## src/rtl/oflow_mem_buffer_pkg.sv

```systemverilog
// Shared types and constants for the buffer-side write sequencer.
package oflow_mem_buffer_pkg;

  typedef logic [1:0] state_t;

  localparam logic [1:0] IDLE_ST    = 2'd0;
  localparam logic [1:0] WR_LOW_ST  = 2'd1;
  localparam logic [1:0] WR_HIGH_ST = 2'd2;
  localparam logic [1:0] DONE_ST    = 2'd3;

  localparam int BBOX_PER_GROUP = 4;
  localparam int BBOX_PER_ROW   = 2;

  // remainder 0 encodes a full group of four
  function automatic logic [2:0] valid_cnt_f(input logic [1:0] remainder);
    return (remainder == 2'd0) ? 3'd4 : {1'b0, remainder};
  endfunction

endpackage

```

## src/rtl/oflow_mem_buffer_fsm_write_if.sv

```systemverilog
// Buffer memory row-write bus; master drives, memory side is slave.
interface oflow_mem_buffer_fsm_write_if #(
  parameter int DATA_W = 64,
  parameter int ADDR_W = 8
);
  logic                mem_wr_en;
  logic [ADDR_W-1:0]   mem_addr;
  logic [2*DATA_W-1:0] mem_wr_data;
  logic [1:0]          mem_wr_mask;

  modport master (output mem_wr_en, output mem_addr, output mem_wr_data, output mem_wr_mask);
  modport slave  (input  mem_wr_en, input  mem_addr, input  mem_wr_data, input  mem_wr_mask);
endinterface

```

## src/rtl/oflow_mem_buffer_wr_addr_gen.sv

```systemverilog
// Row address counter plus frame bbox accounting (written count vs latched target).
module oflow_mem_buffer_wr_addr_gen #(
  parameter int ADDR_W     = 8,
  parameter int NUM_BBOX_W = 10
) (
  input  logic                  clk,
  input  logic                  reset_N,
  input  logic                  i_clear,
  input  logic [NUM_BBOX_W-1:0] i_num,
  input  logic                  i_inc,
  input  logic                  i_add_cnt,
  input  logic [2:0]            i_add_val,
  output logic [ADDR_W-1:0]     o_addr,
  output logic                  o_frame_done
);

  logic [ADDR_W-1:0]     r_addr;
  logic [NUM_BBOX_W:0]   r_cnt;
  logic [NUM_BBOX_W-1:0] r_num;
  logic                  r_frame_done;
  logic [NUM_BBOX_W:0]   w_cnt_nxt;

  assign w_cnt_nxt = r_cnt + {{(NUM_BBOX_W-2){1'b0}}, i_add_val};

  always_ff @(posedge clk or negedge reset_N) begin
    if (!reset_N) begin
      r_addr       <= '0;
      r_cnt        <= '0;
      r_num        <= '0;
      r_frame_done <= 1'b0;
    end else if (i_clear) begin
      r_addr       <= '0;
      r_cnt        <= '0;
      r_num        <= i_num;
      // an empty frame is complete as soon as it starts
      r_frame_done <= (i_num == '0);
    end else begin
      if (i_inc)
        r_addr <= r_addr + ADDR_W'(1);
      if (i_add_cnt) begin
        r_cnt <= w_cnt_nxt;
        if (w_cnt_nxt >= {1'b0, r_num})
          r_frame_done <= 1'b1;
      end
    end
  end

  assign o_addr       = r_addr;
  assign o_frame_done = r_frame_done;

endmodule

```

## src/rtl/oflow_mem_buffer_fsm_write.sv

```systemverilog
// Latches a group of up to four bboxes from the core and writes it as two rows.
// state      | meaning
// IDLE_ST    | waiting for ready_from_core
// WR_LOW_ST  | writing bbox1:bbox0
// WR_HIGH_ST | writing bbox3:bbox2
// DONE_ST    | done_write_buffer pulse, bbox count updated
module oflow_mem_buffer_fsm_write
  import oflow_mem_buffer_pkg::*;
#(
  parameter int DATA_W     = 64,
  parameter int ADDR_W     = 8,
  parameter int NUM_BBOX_W = 10
) (
  input  logic                               clk,
  input  logic                               reset_N,
  input  logic                               i_start_frame,
  input  logic [NUM_BBOX_W-1:0]              i_num_of_bbox_in_frame,
  input  logic                               i_ready_from_core,
  input  logic [1:0]                         i_remainder,
  input  logic [BBOX_PER_GROUP*DATA_W-1:0]   i_data_in,
  output logic                               o_done_write_buffer,
  output logic                               o_busy,
  output logic                               o_frame_done,
  output logic                               o_overrun_err,
  oflow_mem_buffer_fsm_write_if.master       mem_if
);

  localparam int ROW_W = BBOX_PER_ROW * DATA_W;

  state_t            r_state;
  logic [ROW_W-1:0]  r_group_hi;
  logic [2:0]        r_valid_cnt;
  logic              r_mem_wr_en;
  logic [ROW_W-1:0]  r_mem_wr_data;
  logic [1:0]        r_mem_wr_mask;
  logic              r_done;
  logic              r_busy;
  logic              r_overrun;

  logic              w_frame_done;
  logic [ADDR_W-1:0] w_addr;
  logic [2:0]        w_valid_in;
  logic              w_accept;

  assign w_valid_in = valid_cnt_f(i_remainder);
  assign w_accept   = i_ready_from_core && (r_state == IDLE_ST) && !w_frame_done;

  always_ff @(posedge clk or negedge reset_N) begin
    if (!reset_N) begin
      r_state       <= IDLE_ST;
      r_group_hi    <= '0;
      r_valid_cnt   <= '0;
      r_mem_wr_en   <= 1'b0;
      r_mem_wr_data <= '0;
      r_mem_wr_mask <= '0;
      r_done        <= 1'b0;
      r_busy        <= 1'b0;
      r_overrun     <= 1'b0;
    end else if (i_start_frame) begin
      // a simultaneous ready is dropped without flagging an error
      r_state       <= IDLE_ST;
      r_mem_wr_en   <= 1'b0;
      r_mem_wr_mask <= '0;
      r_done        <= 1'b0;
      r_busy        <= 1'b0;
      r_overrun     <= 1'b0;
    end else begin
      r_mem_wr_en   <= 1'b0;
      r_mem_wr_mask <= '0;
      r_done        <= 1'b0;
      if (i_ready_from_core && !w_accept)
        r_overrun <= 1'b1;
      case (r_state)
        IDLE_ST: begin
          if (w_accept) begin
            r_group_hi    <= i_data_in[2*ROW_W-1:ROW_W];
            r_valid_cnt   <= w_valid_in;
            r_mem_wr_en   <= 1'b1;
            r_mem_wr_data <= i_data_in[ROW_W-1:0];
            r_mem_wr_mask <= (w_valid_in == 3'd1) ? 2'b01 : 2'b11;
            r_busy        <= 1'b1;
            r_state       <= WR_LOW_ST;
          end
        end
        WR_LOW_ST: begin
          if (r_valid_cnt > 3'd2) begin
            r_mem_wr_en   <= 1'b1;
            r_mem_wr_data <= r_group_hi;
            r_mem_wr_mask <= (r_valid_cnt == 3'd4) ? 2'b11 : 2'b01;
            r_state       <= WR_HIGH_ST;
          end else begin
            r_done  <= 1'b1;
            r_state <= DONE_ST;
          end
        end
        WR_HIGH_ST: begin
          r_done  <= 1'b1;
          r_state <= DONE_ST;
        end
        default: begin
          r_busy  <= 1'b0;
          r_state <= IDLE_ST;
        end
      endcase
    end
  end

  // write strobe is high exactly in the two write states, so it doubles as the address step
  oflow_mem_buffer_wr_addr_gen #(
    .ADDR_W     (ADDR_W),
    .NUM_BBOX_W (NUM_BBOX_W)
  ) u_wr_addr_gen (
    .clk          (clk),
    .reset_N      (reset_N),
    .i_clear      (i_start_frame),
    .i_num        (i_num_of_bbox_in_frame),
    .i_inc        (r_mem_wr_en),
    .i_add_cnt    (r_done),
    .i_add_val    (r_valid_cnt),
    .o_addr       (w_addr),
    .o_frame_done (w_frame_done)
  );

  assign mem_if.mem_wr_en   = r_mem_wr_en;
  assign mem_if.mem_addr    = w_addr;
  assign mem_if.mem_wr_data = r_mem_wr_data;
  assign mem_if.mem_wr_mask = r_mem_wr_mask;

  assign o_done_write_buffer = r_done;
  assign o_busy              = r_busy;
  assign o_frame_done        = w_frame_done;
  assign o_overrun_err       = r_overrun;

endmodule
```

## src/flat_wrapper.sv

```systemverilog
// flat-port wrapper written by rule: the top's interface ports become plain ports
module oflow_mem_buffer_fsm_write_flat import oflow_mem_buffer_pkg::*;
#(
  parameter int DATA_W     = 64,
  parameter int ADDR_W     = 8,
  parameter int NUM_BBOX_W = 10
)
  (clk, reset_N, i_start_frame, i_num_of_bbox_in_frame, i_ready_from_core, i_remainder, i_data_in, o_done_write_buffer, o_busy, o_frame_done, o_overrun_err, mem_if_mem_wr_en, mem_if_mem_addr, mem_if_mem_wr_data, mem_if_mem_wr_mask);
  oflow_mem_buffer_fsm_write_if #(.DATA_W(DATA_W), .ADDR_W(ADDR_W)) mem_if_i ();
  input  logic clk;
  input  logic reset_N;
  input  logic i_start_frame;
  input  logic [NUM_BBOX_W-1:0] i_num_of_bbox_in_frame;
  input  logic i_ready_from_core;
  input  logic [1:0] i_remainder;
  input  logic [BBOX_PER_GROUP*DATA_W-1:0] i_data_in;
  output logic o_done_write_buffer;
  output logic o_busy;
  output logic o_frame_done;
  output logic o_overrun_err;
  output wire logic [$bits(mem_if_i.mem_wr_en)-1:0] mem_if_mem_wr_en;
  output wire logic [$bits(mem_if_i.mem_addr)-1:0] mem_if_mem_addr;
  output wire logic [$bits(mem_if_i.mem_wr_data)-1:0] mem_if_mem_wr_data;
  output wire logic [$bits(mem_if_i.mem_wr_mask)-1:0] mem_if_mem_wr_mask;
  assign mem_if_mem_wr_en = mem_if_i.mem_wr_en;
  assign mem_if_mem_addr = mem_if_i.mem_addr;
  assign mem_if_mem_wr_data = mem_if_i.mem_wr_data;
  assign mem_if_mem_wr_mask = mem_if_i.mem_wr_mask;
  oflow_mem_buffer_fsm_write #(.DATA_W(DATA_W), .ADDR_W(ADDR_W), .NUM_BBOX_W(NUM_BBOX_W)) u_core (.clk(clk), .reset_N(reset_N), .i_start_frame(i_start_frame), .i_num_of_bbox_in_frame(i_num_of_bbox_in_frame), .i_ready_from_core(i_ready_from_core), .i_remainder(i_remainder), .i_data_in(i_data_in), .o_done_write_buffer(o_done_write_buffer), .o_busy(o_busy), .o_frame_done(o_frame_done), .o_overrun_err(o_overrun_err), .mem_if(mem_if_i));
endmodule
```

## config.mk

```make
export PLATFORM = sky130hd
export DESIGN_NAME = oflow_mem_buffer_fsm_write_flat
export DESIGN_NICKNAME = d
export VERILOG_FILES = /design/src/rtl/oflow_mem_buffer_pkg.sv /design/src/rtl/oflow_mem_buffer_fsm_write_if.sv /design/src/rtl/oflow_mem_buffer_wr_addr_gen.sv /design/src/rtl/oflow_mem_buffer_fsm_write.sv /design/src/flat_wrapper.sv
export SDC_FILE = /design/constraint.sdc
export NUM_CORES = 1
export LEC_CHECK = 0
export CAP_MARGIN = 20
export CORE_MARGIN = 4
export CORE_UTILIZATION = 35
export CTS_BUF_LIST = sky130_fd_sc_hd__clkbuf_16
export DETAILED_ROUTE_END_ITERATION = 8
export SYNTH_ARGS = -nofsm -noshare
export SYNTH_HDL_FRONTEND = slang
export SYNTH_SLANG_ARGS = --single-unit
```

## constraint.sdc

```tcl
create_clock -name clk -period 3 [get_ports clk]
set_input_delay 0.9 -clock clk [delete_from_list [all_inputs] [get_ports clk]]
set_output_delay 0.9 -clock clk [all_outputs]
set_load 0.02 [all_outputs]
```

==> results of run 1 <==
-- kinds of logic after synthesis --
kind of cell / Yosys count / synth area share [%]
flops: 296 / 56.00
xor+xnor: 23 / 1.523
fa+ha+maj: 19 / 1.854
buf+inv: 83 / 4.276
mux: 263 / 21.14
compound gates: 165 / 8.419
simple gates: 214 / 6.792
-- flip-flops by register name, indices dropped and copies added (netlist names) --
| signal | flops |
|---|---|
| u_core.r_state | 2 |
| u_core.u_wr_addr_gen.o_frame_done | 1 |
| u_core.mem_if.mem_wr_mask | 2 |
| u_core.u_wr_addr_gen.r_cnt | 11 |
| u_core.mem_if.mem_wr_data | 128 |
| u_core.r_valid_cnt | 3 |
| u_core.o_overrun_err | 1 |
| u_core.o_busy | 1 |
| u_core.u_wr_addr_gen.r_num | 10 |
| u_core.o_done_write_buffer | 1 |
| u_core.r_group_hi | 128 |
| u_core.u_wr_addr_gen.o_addr | 8 |
-- synthesized netlist by cell type --
cell / instances / area (um2)
nor3b_1: 1 / 7.510
buf_2: 17 / 85.08
o41ai_1: 1 / 8.760
a21oi_1: 76 / 380.4
buf_6: 23 / 259.0
nand4_1: 7 / 43.79
or3_1: 1 / 6.260
ha_1: 18 / 225.2
nand3b_2: 1 / 11.26
xnor2_1: 7 / 61.31
nor2_4: 1 / 11.26
and3_1: 4 / 25.02
clkbuf_1: 13 / 48.80
mux2i_1: 132 / 1321
a21o_1: 3 / 22.52
nor4b_1: 1 / 8.760
nor3_1: 2 / 10.01
nor2b_1: 1 / 6.260
o21bai_1: 1 / 7.510
nor4_1: 1 / 6.260
mux2_2: 131 / 1475
o41a_1: 1 / 11.26
a221oi_4: 1 / 26.28
nor2_1: 155 / 581.8
a21oi_2: 64 / 560.5
o21a_1: 1 / 7.510
buf_4: 16 / 120.1
nand2_1: 23 / 86.33
and4_1: 1 / 8.760
a31o_2: 1 / 8.760
inv_1: 14 / 52.55
dfrtp_1: 296 / 7407
and2_1: 2 / 12.51
nor4bb_1: 1 / 10.01
xor2_1: 16 / 140.1
fa_1: 1 / 20.02
o21ai_0: 16 / 80.08
nand2b_1: 2 / 12.51
nand3_1: 10 / 50.05
-- routing by layer --
metal	global-route usage, %	vias up	wire (um)
li1	-	4513	-
met1	21.05	4574	14760
met2	29.50	259	17990
met3	6.498	57	3028
met4	4.728	6	821
met5	0	-	40
-- worst max-delay path by stage --
stage	startpoint	to	slack, ps
floorplan	u_core.r_valid_cnt[0]	u_core.u_wr_addr_gen.o_frame_done	440
global placement	i_ready_from_core	u_core.mem_if.mem_wr_data[91]	230
detailed placement	i_ready_from_core	u_core.mem_if.mem_wr_data[6]	200
CTS	u_core.r_valid_cnt[0]	u_core.u_wr_addr_gen.o_frame_done	290
global route	u_core.r_valid_cnt[0]	u_core.u_wr_addr_gen.o_frame_done	130
finish	u_core.r_valid_cnt[0]	u_core.u_wr_addr_gen.o_frame_done	320
-- worst reg2reg max path, cell delays in order (launching register included) --
cell and delay (ps):
dfrtp_1 410, ha_1 230, fa_1 410, a21o_1 240, and2_1 210, xor2_1 160, ha_1 300, a21oi_1 130
o21ai_0 90, nand3_1 80, nand3_1 70, a31o_2 240
-- power by group --
part           switching (mW)  internal [mW]
logic                    4.11           4.06
registers               0.986           5.83
clock network            1.62           2.21
-- per-stage QoR --
stage | power (mW) | instance area [um2] | hold slack [ps] | worst slack [ps]
floorplan | 11.89 | 13230 | 480.3 | 438.3
global placement | 15.00 | 17910 | 488.4 | 232.5
detailed placement | 15.18 | 17910 | 495.6 | 195.7
CTS | 19.09 | 18930 | 342.1 | 286.3
global route | 20.03 | 18930 | 351.5 | 128.5
finish | 18.81 | 18930 | 323.1 | 318.3
-- final cells by class --
type	count	area share, %
clock buffer	37	4.890
timing repair buffer	448	24.03
multi-input combinational	684	27.82
antenna	3	0.03965
tap	504	3.330
inverter	14	0.2775
clock inverter	23	0.4956
sequential	296	39.12
-- cell usage in the layout, fill, tap and decap left out, types with 2 or more instances in the layout --
| cell type | count |
|---|---|
| dfrtp_1 | 296 |
| ha_1 | 17 |
| buf_4 | 22 |
| inv_1 | 24 |
| nand3_1 | 10 |
| buf_12 | 12 |
| and2_1 | 2 |
| nor2_1 | 155 |
| xnor2_1 | 7 |
| a21o_1 | 3 |
| clkinv_2 | 6 |
| clkinv_1 | 7 |
| nand2_1 | 23 |
| mux2i_1 | 132 |
| a21oi_2 | 64 |
| clkdlybuf4s50_1 | 412 |
| nor3_1 | 2 |
| nand4_1 | 7 |
| nand2b_1 | 2 |
| and3_1 | 4 |
| mux2_2 | 131 |
| o21ai_0 | 16 |
| xor2_1 | 16 |
| a21oi_1 | 76 |
| diode_2 | 3 |
| clkbuf_16 | 37 |
==> metrics.csv, run 1 <==
metric,value,unit
portBuffers,414,
routedWlPerCell,18.24,um
skew,20.04,ps
dieArea,40970,um2
row_count,70,
final_util,51.23,%
num_vias,9409,
cts_inserted_buffers,35,
grt_pass1_wl,56980,um
numClockSinks,296,
core_region_area,36960,um2
nFillCells,3333,
ctsHtreeMaxLevel,2,
timing.fmax,372.9,MHz
worstRegToRegCells,11,
required,3410,ps
gp_congestion,0.7597,
crit_fanout,5,
path_clk_slew,60,ps
p_per_area,993.4,nW/um2
die_x,202.4,um
syn_area,13230,um2
rsz0062_at_grt,false,
grt_max_degree,81,
max_cap_viol_count,0,
avgSynthCellArea,12.44,um2
cts-resized-gates,0,
min_period,2682,ps
synth.distinct_cells,39,
multiInputGateArea,5268,um2
dpl.hpwl,26670,um
crit_chain,ha_1 > fa_1 > a21o_1 > and2_1 > xor2_1 > ha_1 > a21oi_1 > o21ai_0 > nand3_1 > nand3_1 > a31o_2,
cts_root_buf,clkbuf_16,
regToRegEndpoint,u_core.u_wr_addr_gen.o_frame_done,
drc,0,
rrSetupSlack,320,ps
io_pins,415,
slowest_delay,410,ps
initial_core_util,35.79,%
ys_warn_count,0,
path_buf_inv,0,
cts_setup_buffers,0,
period_share,89.39,%
reg2reg_from,u_core.r_valid_cnt[0],
seq_area,7407,um2
relSlewSlack,54.07,%
grt_use_total,17.44,%
vdd_drop_max,709.0,uV
hold_viol,0,
via_per_inst,4.683,
ant_nets,0,
drtIter0Drc,260,
synth_cells,1063,
yosysSeqAreaShare,56.00,%
final_nets,1770,
hold_buffers,0,
grt_overflow,0,
min_path_type,primary input to async pin,
insertion_delay,520,ps
place_inst,1946,
stdcell_count,2009,
grt_pass1_vias,9843,
area_growth,43.14,%
worst_ep_arrival_time,3090,ps
p_leak,7.699,nW
antenna_found_initial,6,
crit_slowest_cell,dfrtp_1,
drive_above_1_share,18.58,%
die_h,202.4,um
status,"complete, no violations",
tritoncts,done,
synth_fp_nets,1354,
critPathTopFamily,adder cells,
clock_path_buffers,3,
setup_viol,0,
worst_pin_slew,689.0,ps
cp-end-kind,register,
cp.depth,11,
routed_wirelength,36640,um
dr.pass1.iters,5,
ys_ff_latch,296,
drv_slew,0,
startpoint_type,register,
path_class,register to register,
finalSetupTns,0,ps
Note: power is estimated with default switching activity, not from simulation.
==> run 2: changes to the inputs <==
--- a/config.mk
+++ b/config.mk
@@ -10,6 +10,7 @@
 export CORE_UTILIZATION = 35
 export CTS_BUF_LIST = sky130_fd_sc_hd__clkbuf_16
 export DETAILED_ROUTE_END_ITERATION = 8
+export GPL_TIMING_DRIVEN = 0
 export SYNTH_ARGS = -nofsm -noshare
 export SYNTH_HDL_FRONTEND = slang
 export SYNTH_SLANG_ARGS = --single-unit
==> metrics.csv, run 2 (same netlist as run 1, synthesis figures left out) <==
metric,value,unit,change
p_int,12.19,mW,+0.75%
vdd_drop_max,520.8,uV,-27%
worst_pin_slew,803.9,ps,+114.9 ps
cp-end-kind,register,,
p_switching,6.884,mW,+2.6%
dieArea,40970,um2,unchanged
worst_ep_arrival_time,3190,ps,+100 ps
path_buf_inv,1,,+1
required,3380,ps,-30 ps
grt_pass1_wl,61590,um,+8.1%
drive_above_1_share,19.31,%,+0.73 points
ant_nets,0,,unchanged
min_period,2802,ps,+120.5 ps
rsz0062_at_grt,false,,
crit_slowest_cell,fa_1,,
nFillCells,3341,,+0.24%
drtIter0Drc,381,,+47%
via_per_inst,4.714,,+0.66%
crit_fanout,5,,unchanged
critPathTopFamily,adder cells,,
reg2reg_from,u_core.r_valid_cnt[0],,
hold_buffers,0,,unchanged
setup_viol,0,,unchanged
cts_root_buf,clkbuf_16,,
worstRegToRegCells,12,,+1
timing.fmax,356.9,MHz,-4.3%
path_class,register to register,,
grt_use_total,18.99,%,+1.5 points
p_seq_share,35.6,%,-0.6 points
routedWlPerCell,19.46,um,+6.7%
startpoint,u_core.r_valid_cnt[0],,
insertion_delay,500,ps,-20 ps
area_growth,44.17,%,
path_clk_slew,50,ps,about the same
cp.depth,12,,+1
grt_pass1_vias,10560,,+7.3%
slowest_delay,410,ps,about the same
combPwrFrac,44.6,%,+1.2 points
p_per_area,1000,nW/um2,+0.67%
p_leak,7.807,nW,+1.4%
skew,15.59,ps,-4.447 ps
dr.pass1.iters,6,,+1
portBuffers,414,,unchanged
rrSetupSlack,200,ps,-120 ps
drc,0,,unchanged
drv_slew,0,,unchanged
dpl.hpwl,29450,um,+10%
netSwitchingFraction,36.10,%,+0.41 points
antenna_found_initial,10,,+4
num_vias,9636,,+2.4%
numClockSinks,296,,unchanged
row_count,70,,unchanged
min_path_type,primary input to async pin,,
io_pins,415,,unchanged
core_region_area,36960,um2,unchanged
power_frac_clock,19.8,%,-0.5 points
startpoint_type,register,,
final_cell_mix,"clkdlybuf4s50_1, dfrtp_1, nor2_1",,
period_share,93.41,%,+4.0 points
final_common_cell,clkdlybuf4s50_1,,
cts-resized-gates,0,,unchanged
status,"complete, no violations",,
ctsHtreeMaxLevel,2,,unchanged
final_nets,1807,,+2.1%
cts_inserted_buffers,35,,unchanged
die_h,202.4,um,unchanged
tritoncts,done,,
multiInputGateArea,5255,um2,-0.24%
total_power,19.07,mW,+1.4%
max_cap_viol_count,0,,unchanged
initial_core_util,35.79,%,unchanged
seq_area,7407,um2,unchanged
grt_overflow,0,,unchanged
gp_congestion,0.8025,,+5.6%
hold_viol,0,,unchanged
final_util,51.60,%,+0.37 points
critPathCapture,u_core.u_wr_addr_gen.o_frame_done,,
relSlewSlack,46.40,%,-7.7 points
clock_path_buffers,3,,unchanged
die_x,202.4,um,unchanged
crit_chain,ha_1 > fa_1 > a21o_1 > and2_1 > clkbuf_1 > xor2_1 > ha_1 > a21oi_1 > o21ai_0 > nand3_1 > nand3_1 > a31o_2,,
cts_setup_buffers,0,,unchanged
grt_max_degree,111,,+37%
regToRegEndpoint,u_core.u_wr_addr_gen.o_frame_done,,
routed_wirelength,39780,um,+8.6%
-- run 2: final cells by class --
class                      count  area share, %
inverter                      14         0.2756
clock buffer                  37          4.855
multi-input combinational    684          27.56
buffer                        69          2.690
tap                          504          3.307
sequential                   296          38.84
timing repair buffer         416          22.04
antenna                        7        0.09185
clock inverter                17         0.3412
-- run 2: layer usage --
metal  vias up  global-route usage [%]  routed length, um
li1       4582                       -                  -
met2       273                   32.29              19530
met3        58                   7.332               3536
met4         6                   5.189                853
met5         -                       0                 47
met1      4717                   22.59              15820
-- run 2: power groups by stage --
| stage | Combinational, mW | Clock [mW] | Sequential [mW] |
|---|---|---|---|
| 3_3_place_gp | 8.54 | 0 | 6.82 |
| 5_1_grt | 9.21 | 4.05 | 7.03 |
| 6_report | 8.50 | 3.78 | 6.79 |
| 2_1_floorplan | 4.15 | 0 | 7.74 |
| 4_1_cts | 8.68 | 3.91 | 6.81 |
| 3_5_place_dp | 8.66 | 0 | 6.86 |
-- run 2: metrics by stage --
| step | setup TNS, ps | worst slack [ps] | area, um2 | std cells | hold WS (ps) |
|---|---|---|---|---|---|
| 6_report | 0 | 197.8 | 19070 | 2044 | 456.4 |
| 5_1_grt | 0 | 22.87 | 19070 | 2043 | 461.8 |
| 4_1_cts | 0 | 177.4 | 19050 | 2037 | 468.3 |
| 3_5_place_dp | 0 | 22.90 | 18060 | 1983 | 495.2 |
| 3_3_place_gp | -3744310 | -12690 | 18000 | 1981 | 488.4 |
| 2_1_floorplan | 0 | 438.3 | 13230 | 1063 | 480.3 |
-- run 2: worst min path at each step --
| stage | slack [ps] | from | end | cells past startpoint |
|---|---|---|---|---|
| final | 460 | reset_N | u_core.u_wr_addr_gen.r_num[7] | 1 |
| after global routing | 460 | reset_N | u_core.u_wr_addr_gen.r_num[7] | 1 |
| after CTS | 470 | reset_N | u_core.u_wr_addr_gen.r_cnt[6] | 1 |
| after detailed placement | 500 | u_core.r_group_hi[68] | u_core.r_group_hi[68] | 1 |
| after global placement | 490 | u_core.r_group_hi[113] | u_core.r_group_hi[113] | 1 |
| after floorplan | 480 | u_core.r_group_hi[100] | u_core.r_group_hi[100] | 1 |
